`src/rtl/cmap_wb_scheduler_pkg.sv`:
```
// Shared types and default geometry for the channel-map write-back path
// (scheduler, channel-map buffer, Transpose FSM).
package cmap_wb_scheduler_pkg;

  localparam int CMAP_WIDTH     = 16;
  localparam int CMAP_SEL_W     = 5;
  localparam int CMAP_TILE_ID_W = 8;

  typedef enum logic [1:0] {
    ST_IDLE   = 2'd0,
    ST_SCAN   = 2'd1,
    ST_FINISH = 2'd2
  } wb_state_e;

endpackage

```
`src/rtl/cmap_wb_scheduler_if.sv`:
```
// Tile intake, channel-map buffer selector and write-back request bundle.
// master = scheduler side, slave = mapper/buffer/write-back side.
interface cmap_wb_scheduler_if
  import cmap_wb_scheduler_pkg::*;
#(
  parameter int TILE_ID_W = CMAP_TILE_ID_W,
  parameter int SEL_W     = CMAP_SEL_W
);
  logic                 tile_valid;
  logic [TILE_ID_W-1:0] tile_id;
  logic                 tile_ready;
  logic                 cmap_load;
  logic [SEL_W-1:0]     done;
  logic                 cmap_bit;
  logic                 wb_valid;
  logic [SEL_W-1:0]     wb_col;
  logic [TILE_ID_W-1:0] wb_tile_id;
  logic                 wb_ready;
  logic                 tile_done;

  modport master (
    input  tile_valid, tile_id, cmap_bit, wb_ready,
    output tile_ready, cmap_load, done, wb_valid, wb_col, wb_tile_id, tile_done
  );

  modport slave (
    output tile_valid, tile_id, cmap_bit, wb_ready,
    input  tile_ready, cmap_load, done, wb_valid, wb_col, wb_tile_id, tile_done
  );
endinterface

```
`src/rtl/cmap_wb_scheduler.sv`:
```
// Per-tile write-back sequencer: snapshots the channel map, walks the 1-based
// done selector over all channels and issues one request per set cmap bit.
module cmap_wb_scheduler
  import cmap_wb_scheduler_pkg::*;
#(
  parameter int WIDTH     = CMAP_WIDTH,
  parameter int TILE_ID_W = CMAP_TILE_ID_W,
  parameter int SEL_W     = CMAP_SEL_W
) (
  input  logic                clk,
  input  logic                rst_n,
  input  logic                abort,
  cmap_wb_scheduler_if.master bus,
  output logic [SEL_W-1:0]    active_cnt,
  output logic                busy
);

  localparam logic [SEL_W-1:0] LAST_SEL = SEL_W'(WIDTH);

  wb_state_e            state, state_nx;
  logic [SEL_W-1:0]     done_q, done_nx;
  logic [SEL_W-1:0]     cnt_nx;
  logic [TILE_ID_W-1:0] id_q, id_nx;
  logic                 hs_tile;
  logic                 adv;

  always_ff @(posedge clk or negedge rst_n) begin
    if (!rst_n) begin
      state      <= ST_IDLE;
      done_q     <= '0;
      id_q       <= '0;
      active_cnt <= '0;
    end else begin
      state      <= state_nx;
      done_q     <= done_nx;
      id_q       <= id_nx;
      active_cnt <= cnt_nx;
    end
  end

  always_comb begin
    state_nx       = state;
    done_nx        = done_q;
    id_nx          = id_q;
    cnt_nx         = active_cnt;
    hs_tile        = 1'b0;
    adv            = 1'b0;
    bus.tile_ready = 1'b0;
    bus.cmap_load  = 1'b0;
    bus.wb_valid   = 1'b0;
    bus.wb_col     = '0;
    bus.tile_done  = 1'b0;

    unique case (state)
      ST_IDLE: begin
        bus.tile_ready = 1'b1;
        // Load strobe is the handshake itself so the buffer captures on the accept edge.
        hs_tile        = bus.tile_valid && !abort;
        bus.cmap_load  = hs_tile;
        if (hs_tile) begin
          id_nx    = bus.tile_id;
          cnt_nx   = '0;
          done_nx  = SEL_W'(1);
          state_nx = ST_SCAN;
        end
      end
      ST_SCAN: begin
        bus.wb_valid = bus.cmap_bit;
        bus.wb_col   = done_q - 1'b1;
        adv          = !bus.cmap_bit || bus.wb_ready;
        if (adv) begin
          if (bus.cmap_bit) cnt_nx = active_cnt + 1'b1;
          if (done_q == LAST_SEL) begin
            done_nx  = '0;
            state_nx = ST_FINISH;
          end else begin
            done_nx  = done_q + 1'b1;
          end
        end
      end
      ST_FINISH: begin
        bus.tile_done = 1'b1;
        state_nx      = ST_IDLE;
      end
      default: state_nx = ST_IDLE;
    endcase

    // Flush wins over everything; a coincident wb handshake still completes
    // downstream but is not counted here.
    if (abort) begin
      state_nx = ST_IDLE;
      done_nx  = '0;
      cnt_nx   = active_cnt;
    end
  end

  assign bus.done       = done_q;
  assign bus.wb_tile_id = id_q;
  assign busy           = (state != ST_IDLE);

endmodule

```
`src/flat_wrapper.sv`:
```
// flat-port wrapper written by rule: the top's interface ports become plain ports
module cmap_wb_scheduler_flat import cmap_wb_scheduler_pkg::*;
#(
  parameter int WIDTH     = CMAP_WIDTH,
  parameter int TILE_ID_W = CMAP_TILE_ID_W,
  parameter int SEL_W     = CMAP_SEL_W
)
  (clk, rst_n, abort, active_cnt, busy, bus_tile_valid, bus_tile_id, bus_cmap_bit, bus_wb_ready, bus_tile_ready, bus_cmap_load, bus_done, bus_wb_valid, bus_wb_col, bus_wb_tile_id, bus_tile_done);
  cmap_wb_scheduler_if #(.TILE_ID_W(TILE_ID_W), .SEL_W(SEL_W)) bus_i ();
  input  logic clk;
  input  logic rst_n;
  input  logic abort;
  output logic [SEL_W-1:0] active_cnt;
  output logic busy;
  input wire logic [$bits(bus_i.tile_valid)-1:0] bus_tile_valid;
  input wire logic [$bits(bus_i.tile_id)-1:0] bus_tile_id;
  input wire logic [$bits(bus_i.cmap_bit)-1:0] bus_cmap_bit;
  input wire logic [$bits(bus_i.wb_ready)-1:0] bus_wb_ready;
  output wire logic [$bits(bus_i.tile_ready)-1:0] bus_tile_ready;
  output wire logic [$bits(bus_i.cmap_load)-1:0] bus_cmap_load;
  output wire logic [$bits(bus_i.done)-1:0] bus_done;
  output wire logic [$bits(bus_i.wb_valid)-1:0] bus_wb_valid;
  output wire logic [$bits(bus_i.wb_col)-1:0] bus_wb_col;
  output wire logic [$bits(bus_i.wb_tile_id)-1:0] bus_wb_tile_id;
  output wire logic [$bits(bus_i.tile_done)-1:0] bus_tile_done;
  assign bus_i.tile_valid = bus_tile_valid;
  assign bus_i.tile_id = bus_tile_id;
  assign bus_i.cmap_bit = bus_cmap_bit;
  assign bus_i.wb_ready = bus_wb_ready;
  assign bus_tile_ready = bus_i.tile_ready;
  assign bus_cmap_load = bus_i.cmap_load;
  assign bus_done = bus_i.done;
  assign bus_wb_valid = bus_i.wb_valid;
  assign bus_wb_col = bus_i.wb_col;
  assign bus_wb_tile_id = bus_i.wb_tile_id;
  assign bus_tile_done = bus_i.tile_done;
  cmap_wb_scheduler #(.WIDTH(WIDTH), .TILE_ID_W(TILE_ID_W), .SEL_W(SEL_W)) u_core (.clk(clk), .rst_n(rst_n), .abort(abort), .bus(bus_i), .active_cnt(active_cnt), .busy(busy));
endmodule
```
`config.mk`:
```
export PLATFORM = sky130hd
export DESIGN_NAME = cmap_wb_scheduler_flat
export DESIGN_NICKNAME = d
export VERILOG_FILES = /design/src/rtl/cmap_wb_scheduler_pkg.sv /design/src/rtl/cmap_wb_scheduler_if.sv /design/src/rtl/cmap_wb_scheduler.sv /design/src/flat_wrapper.sv
export SDC_FILE = /design/constraint.sdc
export NUM_CORES = 1
export LEC_CHECK = 0
export ABC_AREA = 1
export CAP_MARGIN = 20
export CORE_MARGIN = 2
export CORE_UTILIZATION = 39
export CTS_CLUSTER_SIZE = 30
export DETAILED_ROUTE_END_ITERATION = 8
export PLACE_DENSITY = 0.76
export SLEW_MARGIN = 20
export SYNTH_ARGS = -nofsm -noshare
export SYNTH_HDL_FRONTEND = slang
export SYNTH_SLANG_ARGS = --single-unit
```
`constraint.sdc`:
```
create_clock -name clk -period 1.2 [get_ports clk]
set_input_delay 0.18 -clock clk [delete_from_list [all_inputs] [get_ports clk]]
set_output_delay 0.18 -clock clk [all_outputs]
set_load 0.02 [all_outputs]
```
==> flow_metrics.tcl <==
set metrics [dict create \
    status "complete, but fails checks" \
    violations "negative setup slack" \
    post-route-util 0.862 \
    fin_crit_ps 1590 \
    async_flop_share 1.00 \
    drv_cap 0 \
    fmax_mhz 628 \
    grt.total_usage 0.256 \
    drv_slew 0 \
    layout_common_cells "buf_4, buf_6, nand2_1" \
    hp-class "primary input to asynchronous set/reset pin" \
    die_area_sq_mm 0.00334 \
    cts_tree "built" \
    power_leakage_nw 1.11 \
    antenna_found_initial 0 \
    reg2reg_depth 6 \
    setup_tns_ps -7370 \
    tightest_slew_ps 266 \
    final_common_cell "buf_4" \
    arrival_ps 1410 \
    hold_violations 0 \
    irDropWorstVdd_uv 1880 \
    ys.flop_type "dfrtp_1" \
    die_h_microns 57.8 \
    synth_cells 133 \
    period_share 1.33 \
    seqPwrFrac 0.232 \
    total_power_w 0.00446 \
    numCtsBuffers 3 \
    hpwl_microns 2430 \
    cp.required_ps 1020 \
    nNetsFinal 244 \
    worstSetupEndpointType "primary output" \
    critPathLaunchType "flip-flop" \
    place.gp.congestion 0.817 \
    pwr-share-comb 0.645 \
    finalClockSkew_ps 4.09 \
    drt_iter0_drc 92 \
    setup_violations 35 \
    grt_max_degree 21 \
    vias_per_cell 5.38 \
    vias 1383 \
    dr.pass1.iters 4 \
    syn2layout_area_growth_pct 110 \
    whs_ps 200 \
    synth_edf_count 0 \
    syn_nets 150 \
    path_class "flip-flop to primary output" \
    postRouteAntennaNets 0 \
    syn_area_per_cell_sq_um 8.49 \
    worst_slack_ps -391 \
    gr-total-overflow 0 \
    crit_chain "inv_2 -> ha_4 -> a21oi_4 -> nor3_4 -> buf_6" \
    synth_area_sq_mm 0.00113 \
    yosys_warnings 0 \
    p_per_area_mw_per_mm2 1880 \
    grt_pass1_wl_microns 6580 \
    htreeDepth 1 \
    cts_root_buf "clkbuf_4" \
    intPower_w 0.00259 \
    rsz0062_at_grt "true" \
    synthDistinctLibCells 25 \
    cts_max_path_buffers 2 \
    synth_seq_area_share 0.443 \
    core.rowCount 19 \
    cp_max_fo 4 \
    start_util 0.410 \
    clockPowerShare 0.123 \
    routed_wl_microns 4640 \
    die_width_microns 57.8 \
    p_switching_w 0.00187 \
    coreArea_sq_mm 0.00276 \
    grt_pass1_vias 1353 \
    drcViolationCount 0 \
    n_antenna_cell 0 \
    ios 42 \
    relSlewSlack 0.823 \
    cpPeakStageDelay_ps 450 \
    switching_share 0.420 \
    drive_above_1_share 0.690 \
    numClockSinks 20 \
    clk_latency_ps 300 \
    avgRoutedWirePerCell_microns 18.0 \
    io_buffer_count 41 \
    fillers 131 \
    cts.reportedPaths.clkPinSlew_ps 120 \
    ctsHoldBuffers 0 \
    synth_seq_cells 20 \
    crit_slowest_cell "dfrtp_2" \
]
routing by layer:
metal	wire, microns	GRT usage
met5	0	0
met4	108	0.106
met3	250	0.0402
met2	2440	0.435
met1	1840	0.325
logic make-up after synthesis:
| group | share of synthesized area |
|---|---|
| simple gates | 0.317 |
| fa+ha+maj | 0.0332 |
| compound gates | 0.0598 |
| mux | 0.0797 |
| xor+xnor | 0.00775 |
| buf+inv | 0.0598 |
| flops | 0.443 |
critical path, delay by kind of cell (launching register included):
| kind | cells | cell delay, ps |
|---|---|---|
| DFF | 1 | 450 |
| buffers and inverters | 2 | 230 |
| adders and majority gates | 1 | 190 |
| and+or+nand+nor | 1 | 170 |
| AOI/OAI and AO/OA | 1 | 70 |
metrics by stage:
stage | cell area (sq um) | worst slack [ps] | cells
finish | 2380 | -391 | 257
detailed placement | 1860 | -489 | 229
CTS | 2220 | -391 | 250
floorplan | 1240 | -253 | 133
global route | 2380 | -426 | 257
global placement | 1860 | -463 | 229
final cells by class:
type / count / area, sq um / area share
clock inverters: 1 / 30.0 / 0.0126
repair buffers: 91 / 830 / 0.349
clock buffers: 3 / 22.5 / 0.00948
well taps: 31 / 38.8 / 0.0163
inverters: 15 / 68.8 / 0.0290
multi-input cells: 96 / 876 / 0.369
flip-flops and latches: 20 / 510 / 0.215
final timing paths:
path | start | end | slack [ps]
hold / removal | rst_n | u_core.bus.wb_tile_id[7] | 200
setup reg to reg | u_core.state[1] | u_core.bus.wb_tile_id[1] | -280
setup / recovery | u_core.bus.done[0] | bus_wb_col[4] | -390
hold reg to reg | u_core.bus.wb_tile_id[2] | u_core.bus.wb_tile_id[2] | 530
max in group asynchronous | rst_n | u_core.bus.done[1] | 760
min in group clk | bus_tile_id[7] | u_core.bus.wb_tile_id[7] | 480
Yosys cell counts, types with 2 or more instances:
cell	instances	area [sq um]
a21oi_1	4	20.0
buf_2	2	10.0
dfrtp_1	20	500
ha_1	3	37.5
inv_1	11	41.3
inv_2	3	11.3
mux2_2	8	90.1
nand2_1	25	93.8
nand2_2	4	25.0
nand3_1	15	75.1
nand4_1	5	31.3
nor2_1	12	45.0
nor3_1	2	10.0
o21ai_0	5	25.0
o21ai_1	3	15.0
or2_2	2	12.5
registers in the layout (all words and copies together), names as in the netlist:
register,count
u_core.active_cnt,5
u_core.bus.wb_tile_id,8
u_core.bus.done,5
u_core.state,2
power by group through the flow:
stage               logic (W)  clock network [W]  registers (W)
global placement      0.00196                  0        0.00102
detailed placement    0.00201                  0        0.00104
global route          0.00301           0.000589        0.00105
finish                0.00288           0.000551        0.00103
floorplan            0.000887                  0        0.00124
CTS                   0.00251           0.000581        0.00103
what timing repair did:
action	4_1_cts	5_1_grt
endpoints found under the hold margin	0	0
gates resized for setup	170	43
endpoints found under the setup margin	47	42
pin swaps	10	19
cloned	1	0
buffers inserted	16	9
No activity file was read; power rests on OpenSTA's default activity.
